===== config.mk =====
export PLATFORM = sky130hd
export DESIGN_NAME = cp0_exc_unit_flat
export DESIGN_NICKNAME = d
export VERILOG_FILES = /design/src/rtl/cp0_exc_unit_pkg.sv /design/src/rtl/cp0_exc_unit_if.sv /design/src/rtl/cp0_exc_unit.sv /design/src/flat_wrapper.sv
export SDC_FILE = /design/constraint.sdc
export NUM_CORES = 1
export LEC_CHECK = 0
export BUFFER_PORTS_ARGS = -buffer_cell sky130_fd_sc_hd__buf_4
export CAP_MARGIN = 20
export CORE_MARGIN = 1
export CORE_UTILIZATION = 45
export DETAILED_ROUTE_END_ITERATION = 10
export HOLD_SLACK_MARGIN = 0.06
export PLACE_DENSITY = 0.88
export SLEW_MARGIN = 0
export SYNTH_ARGS = -nofsm -noshare
export SYNTH_HDL_FRONTEND = slang
export SYNTH_SLANG_ARGS = --single-unit

===== constraint.sdc =====
create_clock -name clk -period 2.58 [get_ports clk]
set_input_delay 0.387 -clock clk [delete_from_list [all_inputs] [get_ports clk]]
set_output_delay 0.387 -clock clk [all_outputs]
set_load 0.01 [all_outputs]

===== src/rtl/cp0_exc_unit_pkg.sv =====
// cp0_exc_unit_pkg: CP0 register indices, field positions and ExcCode constants
package cp0_exc_unit_pkg;
   localparam logic [4:0] REG_SR    = 5'd12;
   localparam logic [4:0] REG_CAUSE = 5'd13;
   localparam logic [4:0] REG_EPC   = 5'd14;
   localparam logic [4:0] REG_PRID  = 5'd15;
   localparam int SR_IE   = 0;
   localparam int SR_EXL  = 1;
   localparam int IM_LO   = 10;
   localparam int CA_BD   = 31;
   localparam int EXC_LO  = 2;
   localparam logic [4:0] EXC_INT     = 5'd0;
   localparam logic [4:0] EXC_ADEL    = 5'd4;
   localparam logic [4:0] EXC_ADES    = 5'd5;
   localparam logic [4:0] EXC_SYSCALL = 5'd8;
   localparam logic [4:0] EXC_RI      = 5'd10;
   localparam logic [4:0] EXC_OV      = 5'd12;
endpackage


===== src/rtl/cp0_exc_unit_if.sv =====
// cp0_exc_unit_if: M-stage pipeline <-> CP0 signal bundle
interface cp0_exc_unit_if;
   logic        we;
   logic [4:0]  addr;
   logic [31:0] din;
   logic [31:0] dout;
   logic [31:0] m_pc;
   logic        m_bd;
   logic [4:0]  m_exccode;
   logic        m_eret;
   logic [5:0]  hwint;
   logic        req;
   logic [31:0] handler_pc;
   logic [31:0] epc_out;
   modport master (
      output we, addr, din, m_pc, m_bd, m_exccode, m_eret, hwint,
      input  dout, req, handler_pc, epc_out
   );
   modport slave (
      input  we, addr, din, m_pc, m_bd, m_exccode, m_eret, hwint,
      output dout, req, handler_pc, epc_out
   );
endinterface


===== src/rtl/cp0_exc_unit.sv =====
// cp0_exc_unit: CP0 SR/Cause/EPC registers with M-stage exception/interrupt arbitration
module cp0_exc_unit
   import cp0_exc_unit_pkg::*;
#(
   parameter logic [31:0] PRID    = 32'h2023_0601,
   parameter logic [31:0] HANDLER = 32'h0000_4180
) (
   input logic           clk,
   input logic           reset,
   cp0_exc_unit_if.slave bus
);
   logic [5:0]  im_q, im_d, ip_q, ip_d;
   logic        exl_q, exl_d, ie_q, ie_d, bd_q, bd_d;
   logic [4:0]  exc_q, exc_d;
   logic [31:0] epc_q, epc_d, sr_w, cause_w;
   logic        int_req, exc_req, req, wr_sr, wr_epc;

   assign int_req = ie_q & ~exl_q & |(bus.hwint & im_q);
   assign exc_req = ~exl_q & (bus.m_exccode != EXC_INT);
   assign req     = int_req | exc_req;
   assign wr_sr   = bus.we & ~req & (bus.addr == REG_SR);
   assign wr_epc  = bus.we & ~req & (bus.addr == REG_EPC);
   assign sr_w    = {16'h0, im_q, 8'h0, exl_q, ie_q};
   assign cause_w = {bd_q, 15'h0, ip_q, 3'h0, exc_q, 2'h0};

   assign bus.req        = req;
   assign bus.handler_pc = HANDLER;
   assign bus.epc_out    = epc_q;
   assign bus.dout       = bus.addr == REG_SR    ? sr_w    :
                           bus.addr == REG_CAUSE ? cause_w :
                           bus.addr == REG_EPC   ? epc_q   :
                           bus.addr == REG_PRID  ? PRID    : 32'h0;

   // SR next state: exception entry sets EXL; otherwise mtc0 then eret (eret clears EXL last)
   always_comb begin
      im_d  = im_q;
      exl_d = exl_q;
      ie_d  = ie_q;
      if (req) begin
         exl_d = 1'b1;
      end else begin
         if (wr_sr) begin
            im_d  = bus.din[IM_LO +: 6];
            exl_d = bus.din[SR_EXL];
            ie_d  = bus.din[SR_IE];
         end
         if (bus.m_eret) exl_d = 1'b0;
      end
   end

   // Cause next state: IP always samples hwint; BD/ExcCode latch on a taken request
   always_comb begin
      ip_d  = bus.hwint;
      bd_d  = req ? bus.m_bd : bd_q;
      exc_d = req ? (int_req ? EXC_INT : bus.m_exccode) : exc_q;
   end

   // EPC next state: restart PC on a taken request (branch of a delay slot), else mtc0
   always_comb begin
      epc_d = req    ? (bus.m_bd ? bus.m_pc - 32'd4 : bus.m_pc) :
              wr_epc ? bus.din : epc_q;
   end

   // SR register
   always_ff @(posedge clk) begin
      if (reset) begin
         im_q  <= '0;
         exl_q <= 1'b0;
         ie_q  <= 1'b0;
      end else begin
         im_q  <= im_d;
         exl_q <= exl_d;
         ie_q  <= ie_d;
      end
   end

   // Cause register
   always_ff @(posedge clk) begin
      if (reset) begin
         ip_q  <= '0;
         bd_q  <= 1'b0;
         exc_q <= '0;
      end else begin
         ip_q  <= ip_d;
         bd_q  <= bd_d;
         exc_q <= exc_d;
      end
   end

   // EPC register
   always_ff @(posedge clk) begin
      if (reset) epc_q <= '0;
      else       epc_q <= epc_d;
   end
endmodule


===== src/flat_wrapper.sv =====
// flat-port wrapper written by rule: the top's interface ports become plain ports
module cp0_exc_unit_flat import cp0_exc_unit_pkg::*;
#(
   parameter logic [31:0] PRID    = 32'h2023_0601,
   parameter logic [31:0] HANDLER = 32'h0000_4180
)
  (clk, reset, bus_we, bus_addr, bus_din, bus_m_pc, bus_m_bd, bus_m_exccode, bus_m_eret, bus_hwint, bus_dout, bus_req, bus_handler_pc, bus_epc_out);
  cp0_exc_unit_if bus_i ();
  input logic clk;
  input logic reset;
  input wire logic [$bits(bus_i.we)-1:0] bus_we;
  input wire logic [$bits(bus_i.addr)-1:0] bus_addr;
  input wire logic [$bits(bus_i.din)-1:0] bus_din;
  input wire logic [$bits(bus_i.m_pc)-1:0] bus_m_pc;
  input wire logic [$bits(bus_i.m_bd)-1:0] bus_m_bd;
  input wire logic [$bits(bus_i.m_exccode)-1:0] bus_m_exccode;
  input wire logic [$bits(bus_i.m_eret)-1:0] bus_m_eret;
  input wire logic [$bits(bus_i.hwint)-1:0] bus_hwint;
  output wire logic [$bits(bus_i.dout)-1:0] bus_dout;
  output wire logic [$bits(bus_i.req)-1:0] bus_req;
  output wire logic [$bits(bus_i.handler_pc)-1:0] bus_handler_pc;
  output wire logic [$bits(bus_i.epc_out)-1:0] bus_epc_out;
  assign bus_i.we = bus_we;
  assign bus_i.addr = bus_addr;
  assign bus_i.din = bus_din;
  assign bus_i.m_pc = bus_m_pc;
  assign bus_i.m_bd = bus_m_bd;
  assign bus_i.m_exccode = bus_m_exccode;
  assign bus_i.m_eret = bus_m_eret;
  assign bus_i.hwint = bus_hwint;
  assign bus_dout = bus_i.dout;
  assign bus_req = bus_i.req;
  assign bus_handler_pc = bus_i.handler_pc;
  assign bus_epc_out = bus_i.epc_out;
  cp0_exc_unit #(.PRID(PRID), .HANDLER(HANDLER)) u_core (.clk(clk), .reset(reset), .bus(bus_i));
endmodule

Yosys cells after proc, flatten, opt, wreduce, memory -nomap -nowiden:

Index checks and enable logic that the tools add are counted.

* add/sub/neg operators: 1
* equality and inequality tests: 4
* mux-type cells: 11
* bitwise gates (word level): 10
* reduce and logical (&&, ||, !) cells: 5

Operators by type and width (number)
* 32-bit two-way mux: 6
* 32-bit by 3-bit subtractor with 32-bit output (second input constant): 1
* 30-bit two-way mux: 1
* 5-bit by 4-bit equality test with 1-bit output (second input constant): 4
* 1-bit AND: 6
* 6-bit AND: 1
* 6-bit OR reduction: 1
* 5-bit two-way mux: 1
* 5-bit nonzero test: 1
* 1-bit two-way mux: 3
* 3-bit nonzero test: 1
* 1-bit inverter: 2
* 2-bit AND reduction: 1
* 2-bit nonzero test: 1
* 1-bit OR: 1

* flip-flop bits (word level): 52
* output and inout bits: 97

Longest topological paths before layout:

Gate-level depths: netlist (run 1).

* depth after elaboration: 10
* gate-level depth with buffers: 7

Worst setup path before layout (run 1):

No wires, ideal clock.

* kind: input to register
* from: in bus_m_exccode[3]
* to: reg u_core.epc_q[12], in the netlist u_core.bus.epc_out[12]
* setup time: 135 ps
* data arrival time: 1803 ps
* data required time: 2445 ps
* path slack: 642 ps
* stages on the path: 6
* path buffers: 1
* cells stage by stage: or4_1 -> o31ai_2 -> inv_2 -> clkbuf_1 -> a211oi_1 -> a211oi_2

* word-level cells in the longest chain between the ends: 7

Ends and longest elaborated chain
* start: declaration: RTL line flat_wrapper.sv:16 `input wire logic [$bits(bus_i.m_exccode)-1:0] bus_m_exccode;`
* 5-bit nonzero test *: RTL line cp0_exc_unit.sv:19 `assign exc_req = ~exl_q & (bus.m_exccode != EXC_INT);`
* 1-bit AND *: RTL line cp0_exc_unit.sv:19
* 1-bit OR *: RTL line cp0_exc_unit.sv:20 `assign req = int_req | exc_req;`
* 1-bit inverter: RTL line cp0_exc_unit.sv:22 `assign wr_epc = bus.we & ~req & (bus.addr == REG_EPC);`
* 1-bit AND (2 in a row): RTL line cp0_exc_unit.sv:22
* 2-bit nonzero test (no line)
* end signal: assignment: RTL line cp0_exc_unit.sv:93 `else epc_q <= epc_d;`
* end: declaration: RTL line cp0_exc_unit.sv:15 `logic [31:0] epc_q, epc_d, sr_w, cause_w;`

Mark *: on every way between the ends. The rest lies on a longest branch, timed or not.
A chain may end at the register's enable or synchronous reset.

Worst setup path in the final report (run 1):

* from: reg u_core.im_q[2]
* to: out bus_req

* word-level cells in the longest chain between the ends: 4

Ends and longest elaborated chain
* start: declaration: RTL line cp0_exc_unit.sv:12 `logic [5:0] im_q, im_d, ip_q, ip_d;`
* start signal: assignment: RTL line cp0_exc_unit.sv:71 `im_q <= im_d;`
* 6-bit AND: RTL line cp0_exc_unit.sv:18 `assign int_req = ie_q & ~exl_q & |(bus.hwint & im_q);`
* 6-bit OR reduction: RTL line cp0_exc_unit.sv:18
* 1-bit AND: RTL line cp0_exc_unit.sv:18
* 1-bit OR: RTL line cp0_exc_unit.sv:20
* end: declaration: RTL line flat_wrapper.sv:20 `output wire logic [$bits(bus_i.req)-1:0] bus_req;`

Every way passes these cells.

==> flow_metrics.py, run 1 <==
metrics = {
    "run_status": {
        "status": "finished, final reports clean",
    },
    "power_and_ir_drop": {
        "swShare": 0.299,
        "p_comb_frac": 0.261,
        "intPower_mw": 1.41,
        "p_sw_mw": 0.599,
        "p_seq_frac": 0.455,
        "power_frac_clock": 0.284,
        "ir_worst_vdd_v": 0.000238,
        "power_density_nw_per_um2": 425,
        "leakage_nw": 2.07,
    },
    "synthesis": {
        "syn_inst": 440,
        "synthArstFlopShare": 0,
        "synth_common_cells": "nor2_1 (62), dfxtp_1 (52), a211oi_1 (38)",
        "yosys_warnings": 0,
        "synth.top_cell.area_share": 0.294,
        "ys_seq_elements": 52,
        "synth.distinct_cells": 46,
        "synth.most_common_cell": "nor2_1",
        "synth_ff_type": "dfxtp_1",
        "synth_edf_count": 0,
        "synthTopCellsByArea": "dfxtp_1 (29%), a211oi_1 (8.1%), buf_4 (7.0%)",
        "avgSynthCellArea_um2": 8.04,
        "synth_largest_area_cell": "dfxtp_1",
        "netlist_area_um2": 3540,
        "seq_area_frac_synth": 0.294,
    },
    "route": {
        "via_per_inst": 5.55,
        "drtPass1Iterations": 4,
        "wl_per_cell_um": 16.2,
        "vias": 3734,
        "routed_wl_um": 10900,
        "drc": 0,
        "drt-initial-drc-count": 252,
        "postRouteAntennaNets": 0,
    },
    "cts": {
        "post_cts_buffers": 0,
        "post_cts_resized": 0,
        "cts_inserted_buffers": 5,
        "tritoncts": "done",
        "cts-root-buf": "clkbuf_8",
        "clkLatencyLatePin_ns": 0.30,
        "clockBufferDepth": 2,
        "cts_max_level": 2,
        "cts_hold_buf": 0,
        "cts.sinks": 52,
        "path_clk_slew_ns": 0.09,
    },
    "timing": {
        "setup_viol": 0,
        "hold_violations": 0,
        "slew_headroom": 0.553,
        "max_slew.worst_pin.slew_ns": 0.669,
        "post-route-min-period_ns": 2.41,
        "rsz0062_at_grt": "no",
        "tns_ns": 0,
        "period_share": 0.934,
        "fmaxAchievable_ghz": 0.415,
        "fin_hold_ws_ns": 0.299,
        "fin_skew_ns": 0.00292,
        "slew_viol_final": 0,
    },
    "grt": {
        "grt_max_degree": 53,
        "grt_pass1_wl_um": 17600,
        "grt_overflow_total": 0,
        "antenna_found_initial": 0,
        "grt_pass1_vias": 3648,
        "grt_usage": 0.262,
    },
    "worst_setup_path": {
        "max_stage_delay_ns": 0.50,
        "crit_family": "buffers and inverters",
        "cp.arrival_ns": 2.02,
        "cp_data_required_time_ns": 2.19,
        "crit_fanout": 40,
        "worst_path_max_delay_cell": "inv_2",
        "setup.worst_path.end_class": "output port",
        "cp_num_buf_inv": 3,
        "start_kind": "flop",
        "path_class": "flop to output port",
        "r2r_slack_ns": 0.57,
        "crit_chain": "a22oi_1 -> a31oi_1 -> buf_4 -> o31ai_4 -> inv_2 -> buf_4",
        "cpMostUsedCell": "buf_4",
    },
    "placed_design": {
        "dpl.cell_count": 665,
        "dpl.hpwl_um": 8260,
        "place.gp.congestion": 0.874,
        "io_buffer_count": 149,
    },
    "floorplanning": {
        "die_x_um": 90.6,
        "core-area_um2": 7410,
        "fp-row-count": 31,
        "ioPinCount": 182,
        "dieHeight_um": 90.6,
        "dieArea_um2": 8220,
        "initial_core_util": 0.477,
    },
    "layout": {
        "diodes": 0,
        "drive_gt1_frac": 0.329,
        "fillCellCount": 621,
        "synthToLayoutAreaGrowth_pct": 33.5,
        "fin_nets": 659,
        "finalNonFillerCells": 673,
    },
    "hold_path": {
        "worstHoldPathType": "primary input to flop",
    },
    "flow_run": {
        "cap_violations": 0,
    },
}
cells in the final DEF, fill, tap and decap left out, drive strengths merged, types with 6 or more instances in the layout:
master  count
a211oi     42
buf       161
nand3      19
and3       34
inv         6
clkbuf      6
xnor2      25
nand2      21
dfxtp      52
conb       32
nor2b      11
a22oi      11
nor4       11
mux2i      14
nor3       12
a311oi     13
a21oi      11
nor2       62
cell type report:
| cell class | instances | area [um^2] | area share |
|---|---|---|---|
| Clock inverter | 2 | 38.8 | 0.00822 |
| Timing Repair Buffer | 161 | 1210 | 0.256 |
| Inverter | 5 | 18.8 | 0.00398 |
| Multi-Input combinational cell | 348 | 2220 | 0.470 |
| Tap cell | 99 | 124 | 0.0262 |
| Clock buffer | 6 | 72.6 | 0.0154 |
| Sequential cell | 52 | 1040 | 0.221 |
per-layer routing:
metal | GRT usage | up-vias | wire [um] | share of wire
met4 | 0.0968 | 0 | 227 | 0.021
li1 | - | 1778 | - | -
met1 | 0.329 | 1753 | 4640 | 0.43
met3 | 0.0488 | 28 | 730 | 0.067
met5 | 0 | - | 0 | 0
met2 | 0.443 | 175 | 5280 | 0.49
state kept, by name, indices dropped and copies added (netlist names):
register / flops
u_core.bd_q: 1
u_core.bus.epc_out: 32
u_core.exc_q: 5
u_core.exl_q: 1
u_core.ie_q: 1
u_core.im_q: 6
u_core.ip_q: 6
cell families after synthesis:
group / synth area share
XOR/XNOR: 0.0694
adder cells (fa/ha/maj): 0.00354
other: 0.00212
AND/OR/NAND/NOR: 0.301
AO/OA/AOI/OAI: 0.177
buffers and inverters: 0.113
flip-flops: 0.294
multiplexers: 0.0396
worst paths after layout:
kind	start	endpoint	cells past startpoint
setup / recovery	u_core.im_q[2]	bus_req	6
hold / removal	bus_hwint[3]	u_core.ip_q[3]	2
setup reg to reg	u_core.im_q[2]	u_core.bus.epc_out[28]	7
hold reg to reg	u_core.bd_q	u_core.bd_q	2
per-stage QoR:
stage | area (um^2) | setup slack (ns) | total power [mW] | utilization
6_report | 4720 | 0.170 | 2.01 | 0.637
5_1_grt | 4720 | 0.0432 | 2.10 | 0.637
4_1_cts | 4720 | 0.201 | 2.01 | 0.637
3_5_place_dp | 4610 | 0.259 | 1.45 | 0.622
3_3_place_gp | 4610 | 0.270 | 1.43 | 0.622
2_1_floorplan | 3650 | 0.642 | 1.21 | -
power by group through the flow:
stage | sequential, mW | clock (mW) | combinational (mW)
after CTS | 0.912 | 0.580 | 0.519
after floorplan | 0.938 | 0 | 0.274
after global placement | 0.929 | 0 | 0.504
after global routing | 0.921 | 0.606 | 0.567
final | 0.913 | 0.570 | 0.523
after detailed placement | 0.930 | 0 | 0.518
No activity file was read; power rests on OpenSTA's default activity.
==> run 2, diff against run 1 <==
--- a/config.mk
+++ b/config.mk
@@ -12,6 +12,7 @@
 export DETAILED_ROUTE_END_ITERATION = 10
 export HOLD_SLACK_MARGIN = 0.06
 export PLACE_DENSITY = 0.88
+export REMOVE_ABC_BUFFERS = 1
 export SLEW_MARGIN = 0
 export SYNTH_ARGS = -nofsm -noshare
 export SYNTH_HDL_FRONTEND = slang
==> run 2 against run 1 <==
Net effect: wire length grew 0.67%; highest routed layer unchanged; clock-buffer cell count shrank 1; maximum frequency grew 2.7%.
==> flow_metrics.py, run 2 (synthesis results as in run 1) <==
metrics = {
    "floorplanning": {
        "initial_core_util": 0.477,
        "dieHeight_um": 90.6,
        "fp-row-count": 31,
        "dieArea_um2": 8220,
        "die_x_um": 90.6,
        "core-area_um2": 7410,
        "ioPinCount": 182,
    },
    "worst_setup_path": {
        "setup.worst_path.end_class": "output port",
        "cp_data_required_time_ns": 2.19,
        "cp.arrival_ns": 1.96,
        "path_class": "flop to output port",
        "rr_startpoint": "u_core.im_q[1]",
        "crit_start": "u_core.im_q[1]",
        "crit_fanout": 26,
        "start_kind": "flop",
    },
    "cts": {
        "clkLatencyLatePin_ns": 0.32,
        "cts.sinks": 52,
        "cts_max_level": 2,
        "cts_hold_buf": 0,
        "tritoncts": "done",
        "clockBufferDepth": 2,
        "cts_inserted_buffers": 5,
        "cts-root-buf": "clkbuf_8",
        "path_clk_slew_ns": 0.10,
    },
    "route": {
        "routed_wl_um": 10900,
        "drt-initial-drc-count": 144,
        "via_per_inst": 5.50,
        "drtPass1Iterations": 4,
        "drc": 0,
        "postRouteAntennaNets": 0,
        "wl_per_cell_um": 16.2,
        "vias": 3710,
    },
    "timing": {
        "rsz0062_at_grt": "no",
        "hold_violations": 0,
        "slew_viol_final": 0,
        "max_slew.worst_pin.slew_ns": 0.644,
        "period_share": 0.910,
        "fmaxAchievable_ghz": 0.426,
        "fin_skew_ns": 0.0121,
        "post-route-min-period_ns": 2.35,
        "slew_headroom": 0.569,
        "setup_viol": 0,
        "setup_ws_ns": 0.232,
        "fin_hold_ws_ns": 0.293,
    },
    "layout": {
        "final_cell_mix": "buf_4 (162), nor2_1 (62), dfxtp_1 (52), a211oi_1 (38), and3_1 (34)",
        "multiInputGateArea_um2": 2220,
        "fillCellCount": 641,
        "final_area_um2": 4710,
        "seq_area_um2": 1040,
        "synthToLayoutAreaGrowth_pct": 33.3,
        "diodes": 0,
        "drive_gt1_frac": 0.334,
        "final_common_cell": "buf_4",
        "largest_reg_flops": 32,
        "fin_nets": 660,
    },
    "placed_design": {
        "placed_area_um2": 4620,
        "place_ws_ns": 0.221,
        "place.gp.congestion": 0.834,
        "io_buffer_count": 149,
        "dpl.hpwl_um": 8020,
    },
    "grt": {
        "grt_pass1_wl_um": 17400,
        "grt_pass1_vias": 3500,
        "grt_usage": 0.260,
        "grt_overflow_total": 0,
        "grt_max_degree": 53,
        "antenna_found_initial": 0,
    },
    "flow_run": {
        "cap_violations": 0,
    },
    "hold_path": {
        "hp-start": "bus_hwint[3]",
        "worstHoldPathType": "primary input to flop",
    },
    "power_and_ir_drop": {
        "totalPowerFinal_mw": 1.93,
        "ir_worst_vdd_v": 0.000283,
        "leakage_nw": 2.07,
        "power_density_nw_per_um2": 409,
    },
    "run_status": {
        "status": "finished, final reports clean",
    },
}
## run 2: cell type report
class | count | share of cell area
multi-input cells | 348 | 0.472
flip-flops and latches | 52 | 0.221
well taps | 99 | 0.0263
repair buffers | 162 | 0.258
inverters | 5 | 0.00398
clock buffers | 5 | 0.0146
clock inverters | 3 | 0.00478
## run 2: worst paths after layout
check,depth (start not counted),slack (ns),endpoint
setup / recovery,5,0.23,bus_req
setup reg to reg,7,0.45,u_core.bus.epc_out[21]
hold reg to reg,2,0.49,u_core.bd_q
hold / removal,2,0.29,u_core.ip_q[3]
## run 2: worst max-delay path, stage by stage (launching register included)
cell,delay (ns)
dfxtp_1,0.34
a22oi_1,0.33
a31oi_2,0.25
o31ai_4,0.25
inv_2,0.25
buf_4,0.22
## run 2: power breakdown
group          leakage, nW  total [mW]  switching (mW)  internal [mW]
clock network       0.0485       0.492           0.297          0.195
registers            0.431       0.914          0.0500          0.864
logic                 1.59       0.521           0.272          0.250
## run 2: timing repair
item,CTS,global route
setup buffers,0,0
gates resized for setup,0,1
endpoints found under the setup margin,0,1
## run 2: per-layer routing
| metal | track usage | routed length (um) | vias to the layer above |
|---|---|---|---|
| met5 | 0 | 0 | - |
| met4 | 0.0699 | 117 | 0 |
| met3 | 0.0455 | 793 | 13 |
| met2 | 0.448 | 5490 | 169 |
| met1 | 0.332 | 4550 | 1746 |
| li1 | - | - | 1782 |
## run 2: per-stage QoR
step / instances / setup TNS (ns) / utilization
global placement: 666 / 0 / 0.623
global route: 674 / 0 / 0.636
CTS: 674 / 0 / 0.636
finish: 674 / 0 / 0.636
detailed placement: 666 / 0 / 0.623
floorplan: 405 / -14.27 / -
==> run 3, diff against run 2 <==
--- a/config.mk
+++ b/config.mk
@@ -7,7 +7,7 @@
 export LEC_CHECK = 0
 export BUFFER_PORTS_ARGS = -buffer_cell sky130_fd_sc_hd__buf_4
 export CAP_MARGIN = 20
-export CORE_MARGIN = 1
+export CORE_MARGIN = 3
 export CORE_UTILIZATION = 45
 export DETAILED_ROUTE_END_ITERATION = 10
 export HOLD_SLACK_MARGIN = 0.06
==> run 3 against run 2 <==
Net effect: sequential share of layout area decreased by 0.064 points; design area increased by 0.29%; maximum frequency decreased by 3.2%; sequential cell count unchanged; core utilization decreased by 0.15 points; highest routed layer unchanged; non-clock buffer count unchanged; total power increased by 5.1%; hold slack got worse by 0.0013 ns; sequential power about the same; global-route usage decreased by 1.1 points; final cell count unchanged.
==> flow_metrics.py, run 3 (synthesis results as in run 1) <==
metrics = {
    "floorplanning": {
        "dieArea_um2": 8960,
        "initial_core_util": 0.475,
        "fp-row-count": 31,
        "core-area_um2": 7450,
        "dieHeight_um": 94.6,
        "die_x_um": 94.6,
        "ioPinCount": 182,
    },
    "timing": {
        "slew_viol_final": 0,
        "setup_viol": 0,
        "fin_hold_ws_ns": 0.292,
        "max_slew.worst_pin.slew_ns": 0.689,
        "post-route-min-period_ns": 2.43,
        "period_share": 0.941,
        "rsz0062_at_grt": "no",
        "fmaxAchievable_ghz": 0.412,
        "slew_headroom": 0.538,
        "fin_skew_ns": 0.00950,
        "hold_violations": 0,
    },
    "grt": {
        "antenna_found_initial": 0,
        "grt_pass1_vias": 3587,
        "grt_usage": 0.249,
        "grt_overflow_total": 0,
        "grt_pass1_wl_um": 17800,
        "grt_max_degree": 53,
    },
    "worst_setup_path": {
        "start_kind": "flop",
        "cp.arrival_ns": 2.04,
        "path_class": "flop to output port",
        "crit_fanout": 20,
        "r2r_end": "u_core.bus.epc_out[29]",
        "reg2regPathDepth": 7,
        "crit_chain": "a22oi_1 -> a31oi_1 -> o31ai_4 -> inv_2 -> buf_4",
        "max_stage_delay_ns": 0.60,
        "rr_startpoint": "u_core.im_q[1]",
        "r2r_slack_ns": 0.39,
        "cp_data_required_time_ns": 2.19,
        "worst_path_max_delay_cell": "a31oi_1",
        "setup.worst_path.end_class": "output port",
    },
    "hold_path": {
        "hp-start": "bus_hwint[0]",
        "worstHoldPathType": "primary input to flop",
        "whs_path_depth": 2,
        "min_to": "u_core.ip_q[0]",
    },
    "cts": {
        "cts_max_level": 2,
        "path_clk_slew_ns": 0.10,
        "clkLatencyLatePin_ns": 0.31,
        "cts-root-buf": "clkbuf_8",
        "post_cts_resized": 0,
        "post_cts_buffers": 0,
        "cts_inserted_buffers": 5,
        "cts_hold_buf": 0,
        "tritoncts": "done",
        "clockBufferDepth": 2,
        "cts.sinks": 52,
    },
    "layout": {
        "final_common_cell": "buf_4",
        "fillCellCount": 644,
        "fin_nets": 660,
        "largest_reg_flops": 32,
        "diodes": 0,
        "synthToLayoutAreaGrowth_pct": 33.7,
        "drive_gt1_frac": 0.332,
        "final_cell_mix": "buf_4 (162), nor2_1 (62), dfxtp_1 (52), a211oi_1 (38), and3_1 (34)",
    },
    "placed_design": {
        "dpl.hpwl_um": 8510,
        "place.gp.congestion": 0.847,
        "io_buffer_count": 149,
    },
    "route": {
        "wl_per_cell_um": 17.0,
        "drt-initial-drc-count": 210,
        "drtPass1Iterations": 5,
        "vias": 3757,
        "via_per_inst": 5.57,
        "postRouteAntennaNets": 0,
        "routed_wl_um": 11500,
        "drc": 0,
    },
    "run_status": {
        "status": "finished, final reports clean",
    },
    "power_and_ir_drop": {
        "power_frac_clock": 0.287,
        "totalPowerFinal_mw": 2.03,
        "power_density_nw_per_um2": 428,
        "p_seq_frac": 0.452,
        "ir_worst_vdd_v": 0.000277,
        "intPower_mw": 1.40,
        "swShare": 0.307,
        "p_comb_frac": 0.261,
        "p_sw_mw": 0.622,
        "leakage_nw": 2.07,
    },
    "flow_run": {
        "cap_violations": 0,
    },
}
[run 3: worst max-delay path: cells and delay by family (launching register included)]
| kind | cells | cell delay (ns) |
|---|---|---|
| flops | 1 | 0.36 |
| buf+inv | 2 | 0.55 |
| compound gates | 3 | 0.81 |
[run 3: worst max path at each step]
| stage | slack, ns | cells after the start | end | startpoint |
|---|---|---|---|---|
| global placement | 0.37 | 7 | u_core.bus.epc_out[31] | bus_m_exccode[3] |
| CTS | 0.17 | 5 | bus_req | u_core.im_q[1] |
| global route | 0.004 | 5 | bus_req | u_core.im_q[2] |
| finish | 0.15 | 5 | bus_req | u_core.im_q[1] |
| floorplan | -0.65 | 5 | u_core.bus.epc_out[12] | bus_m_exccode[3] |
| detailed placement | 0.28 | 8 | u_core.bus.epc_out[26] | bus_hwint[1] |
[run 3: power groups by stage]
stage	clock (mW)	combinational, mW	sequential, mW
floorplan	0	0.203	0.940
global placement	0	0.505	0.928
detailed placement	0	0.523	0.931
CTS	0.583	0.526	0.913
global route	0.619	0.572	0.922
finish	0.582	0.529	0.915
[run 3: cell type report]
cell class	instances	area, um^2	share of cell area
inverter	5	18.8	0.00397
timing repair buffer	162	1220	0.257
clock buffer	5	68.8	0.0146
sequential	52	1040	0.220
clock inverter	3	42.5	0.00900
multi-input combinational	348	2220	0.469
tap	99	124	0.0262
[run 3: per-stage QoR]
stage | std cells | setup TNS, ns | setup slack, ns | util | cell area [um^2]
6_report | 674 | 0 | 0.153 | 0.635 | 4730
5_1_grt | 674 | 0 | 0.00375 | 0.635 | 4730
4_1_cts | 674 | 0 | 0.172 | 0.635 | 4730
3_5_place_dp | 666 | 0 | 0.284 | 0.620 | 4620
2_1_floorplan | 405 | -14.27 | -0.647 | - | 3270
3_3_place_gp | 666 | 0 | 0.372 | 0.620 | 4620
[run 3: per-layer routing]
layer,GRT usage,vias up,share of wire
li1,-,1786,-
met1,0.324,1774,0.42
met2,0.417,173,0.49
met3,0.0494,24,0.066
met4,0.0733,0,0.027
met5,0,-,0
